**config.mk**
```make
export PLATFORM = sky130hd
export DESIGN_NAME = seq_table
export DESIGN_NICKNAME = d
export VERILOG_FILES = /design/src/rtl/noc_pkg.sv /design/src/rtl/seq_table.sv
export SDC_FILE = /design/constraint.sdc
export NUM_CORES = 1
export LEC_CHECK = 0
export BUFFER_PORTS_ARGS = -buffer_cell sky130_fd_sc_hd__clkbuf_2
export CAP_MARGIN = 20
export CORE_UTILIZATION = 55
export DETAILED_ROUTE_END_ITERATION = 8
export PLACE_DENSITY = 0.77
export SLEW_MARGIN = 15
export SYNTH_ARGS = -nofsm -noshare
export SYNTH_HDL_FRONTEND = slang
export SYNTH_SLANG_ARGS = --single-unit
```
**constraint.sdc**
```tcl
create_clock -name clk -period 1.25 [get_ports clk]
set_input_delay 0.0625 -clock clk [delete_from_list [all_inputs] [get_ports clk]]
set_output_delay 0.0625 -clock clk [all_outputs]
set_load 0.05 [all_outputs]
```
**src/rtl/noc_pkg.sv**
```systemverilog
// Shared NoC constants, checker FSM encoding and a saturating counter helper.
// Pure definitions with no latency and no backpressure.
// Imported by packet_checker and seq_table.
package noc_pkg;

    localparam int FLIT_W   = 8;
    localparam int SRC_BITS = 3;
    localparam int CHANNELS = 5;
    localparam int SEQ_W    = 8;

    typedef enum logic [1:0] {
        HEAD   = 2'd0,
        BODY   = 2'd1,
        REPORT = 2'd2
    } state_t;

    function automatic logic [15:0] sat_inc16(input logic [15:0] v, input logic en);
        return (en && (v != 16'hFFFF)) ? v + 16'd1 : v;
    endfunction

endpackage

```
**src/rtl/seq_table.sv**
```systemverilog
// Per-source expected sequence numbers, one 8-bit entry for each of CHANNELS sources.
// Latency: combinational read by source, write lands on the next rising edge.
// Backpressure: none; the owner decides when to write.
module seq_table
    import noc_pkg::*;
(
    input  logic                clk,
    input  logic                reset,
    input  logic [SRC_BITS-1:0] i_rd_src,
    output logic [SEQ_W-1:0]    o_rd_exp,
    output logic                o_rd_vld,
    input  logic                i_wr_en,
    input  logic [SRC_BITS-1:0] i_wr_src,
    input  logic [SEQ_W-1:0]    i_wr_dat
);

    logic [SEQ_W-1:0] r_exp [CHANNELS];

    always_ff @(posedge clk or negedge reset) begin
        if (!reset) begin
            for (int i = 0; i < CHANNELS; i++) begin
                r_exp[i] <= '0;
            end
        end else begin
            for (int i = 0; i < CHANNELS; i++) begin
                if (i_wr_en && (i_wr_src == SRC_BITS'(i))) begin
                    r_exp[i] <= i_wr_dat;
                end
            end
        end
    end

    // Source IDs beyond the table have no entry and are reported as not valid.
    always_comb begin
        o_rd_exp = '0;
        o_rd_vld = 1'b0;
        for (int i = 0; i < CHANNELS; i++) begin
            if (i_rd_src == SRC_BITS'(i)) begin
                o_rd_exp = r_exp[i];
                o_rd_vld = 1'b1;
            end
        end
    end

endmodule

```
==> flow_metrics.tcl <==
set metrics [dict create \
    path_cells "mux2_2 -> a221o_1 -> buf_12" \
    synthDistinctLibCells 16 \
    final_nets 194 \
    area_growth_syn_to_layout_pct 29.6 \
    grt_pass1_wl_mm 6.15 \
    ios 26 \
    tightest_slew_ps 494 \
    dp_hpwl_mm 2.65 \
    period_needed_ps 1580 \
    cts.sinks 40 \
    grt_pass1_vias 1284 \
    ys_warn_count 0 \
    clock_latency_ps 340 \
    die-width_um 60.1 \
    drt-pass1-iter-count 4 \
    clk_pin_slew_worst_paths_ps 110 \
    fin_total_pwr_uw 3610 \
    outcome "finished with violations" \
    clockRootBuffer "clkbuf_4" \
    cp-end-kind "output pin" \
    ys_ff_latch 40 \
    hold_class "input pin to register" \
    crit_required_ps 1190 \
    fillers 211 \
    drive_gt1_share_pct 57.3 \
    routed-via-count 1221 \
    critPathKind "register to output pin" \
    slew_violations 0 \
    grt_use_total_pct 25.0 \
    p_sw_uw 1030 \
    power_density_nw_per_um2 1500 \
    drv_cap 0 \
    synth_cells 128 \
    routedWlPerCell_um 17.4 \
    ant_nets 0 \
    seq_power_share_pct 48.0 \
    postLayoutSetupSlackWorst_ps -330 \
    p_int_uw 2580 \
    swShare_pct 28.5 \
    gp_congestion 0.748 \
    critPathLaunchType "register" \
    violations "setup timing" \
    routed_via_density 5.50 \
    antenna_found_initial 0 \
    largest_register "r_exp" \
    rows 20 \
    maxSlewHeadroom_pct 67.1 \
    setup_viol 8 \
    drc 0 \
    core_um2 3130 \
    largest_register_ffs 40 \
    drt-initial-drc-count 46 \
    period_share_pct 126 \
    die_area_um2 3610 \
    arrival_ps 1520 \
    cp_max_fo 2 \
    initial_utilization_pct 59.3 \
    vdd_drop_max_mv 1.02 \
    top_regs "r_exp x40" \
    fin_util_pct 76.9 \
    rsz0062_at_grt "true" \
    htree_levels 2 \
    ys_seq_area_share_pct 53.9 \
    crit_buf_inv 1 \
    grt_overflow 0 \
    cts_tree "built" \
    p_clk_share_pct 23.1 \
    p_comb_share_pct 28.9 \
    leakage_uw 0.00109 \
    diodes 0 \
    max_stage_delay_ps 400 \
    die_h_um 60.1 \
    critPathSlowestCell "dfrtp_1" \
    netlist_area_um2 1860 \
    hold_viol 0 \
    syn-mean-instance-area_um2 14.5 \
    io_buffers 25 \
    clock.fmax_mhz 633 \
    grt_max_degree 41 \
    fin_worst_skew_ps 0 \
    cts_made_buffers 5 \
    crit_family "flip-flops" \
    synth_nets 145 \
    clockBufferDepth 2 \
    totalWireLength_mm 3.86 \
]
[cell usage in the layout, fill, tap and decap left out]
cell type       n
bufinv_16       1
clkinvlp_4      1
dlygate4sd3_1   7
mux2_4          6
clkbuf_16       1
buf_12          3
clkbuf_2       17
nand2b_1        1
buf_4          15
o211ai_1        1
clkinv_2        1
nand2_2         1
nor3b_2         1
a221o_1         7
nor3_2          1
dfrtp_1        40
buf_8           4
mux2i_1         8
nand2_1         2
o21ai_1         1
and4bb_2        2
nand4b_1        1
clkbuf_4        5
nor2_1          8
nor4b_4         1
mux2_2         42
[power groups by stage]
stage	logic [uW]	clock network (uW)	registers, uW
2_1_floorplan	631	0	1700
3_3_place_gp	888	0	1720
3_5_place_dp	918	0	1750
4_1_cts	1020	860	1720
5_1_grt	1110	916	1760
6_report	1050	834	1730
[synth_stat cells]
master	count	area share, %
a221o_1	7	3.8
and4bb_2	2	1.3
buf_1	1	0.20
buf_2	4	1.1
dfrtp_1	40	54
mux2_2	48	29
mux2i_1	8	4.3
nand2_1	3	0.61
nand2b_1	1	0.34
nand4b_1	1	0.47
nor2_1	8	1.6
nor3_2	1	0.54
nor3b_2	1	0.67
nor4b_4	1	1.3
o211ai_1	1	0.40
o21ai_0	1	0.27
[per-stage QoR]
| step | instances | setup TNS, ps | hold slack [ps] | worst slack [ps] | area [um^2] |
|---|---|---|---|---|---|
| global route | 222 | -2870 | 11.1 | -397 | 2400 |
| floorplan | 128 | 0 | -233 | 10.7 | 1860 |
| global placement | 205 | -331 | 134 | -63.9 | 2170 |
| detailed placement | 205 | -346 | 143 | -67.9 | 2170 |
| finish | 222 | -2400 | 17.8 | -330 | 2400 |
| CTS | 221 | -2510 | 1.89 | -346 | 2370 |
[path summary, 6_finish.rpt]
kind                            cells past startpoint     endpoint  slack [ps]        start
worst max-delay path                                3  o_rd_exp[7]        -330     r_exp[7]
worst min-delay path                                2    r_exp[19]          20  i_wr_dat[3]
worst max register to register                      2     r_exp[5]         340     r_exp[5]
worst min register to register                      1    r_exp[19]         520    r_exp[19]
max in group asynchronous                           3    r_exp[29]         610        reset
min in group asynchronous                           3    r_exp[10]         290        reset
[area by class of cell]
| cell class | instances | area, um^2 | area share [%] |
|---|---|---|---|
| Multi-Input combinational cell | 83 | 856 | 35.6 |
| Timing Repair Buffer | 47 | 413 | 17.2 |
| Tap cell | 44 | 55.1 | 2.29 |
| Clock buffer | 5 | 37.5 | 1.56 |
| Sequential cell | 40 | 1000 | 41.6 |
| Clock inverter | 3 | 42.5 | 1.77 |
[worst reg2reg max path, delay by kind of cell (launching register included)]
family | cells | cell delay (ps)
buffers and inverters | 1 | 140
DFF | 1 | 410
muxes | 1 | 260
[routing by layer]
metal  track usage [%]  vias to the layer above  routed length (um)
li1                  -                      574                   -
met1              31.1                      618                1820
met2              40.5                       23                1870
met3              6.06                        6                 109
met4              12.6                        0                  61
met5                 0                        -                   0
[timing repair]
item	in CTS	in global routing
pin swaps	7	0
resized for setup	12	9
hold buffers	6	1
setup buffers	2	0
setup endpoints to repair	8	8
endpoints found under the hold margin	58	2
[kinds of logic after synthesis]
family | synth area share [%]
simple gates | 6.88
flops | 53.9
mux | 33.4
buf+inv | 1.28
compound gates | 4.45
No activity file was read; power rests on OpenSTA's default activity.
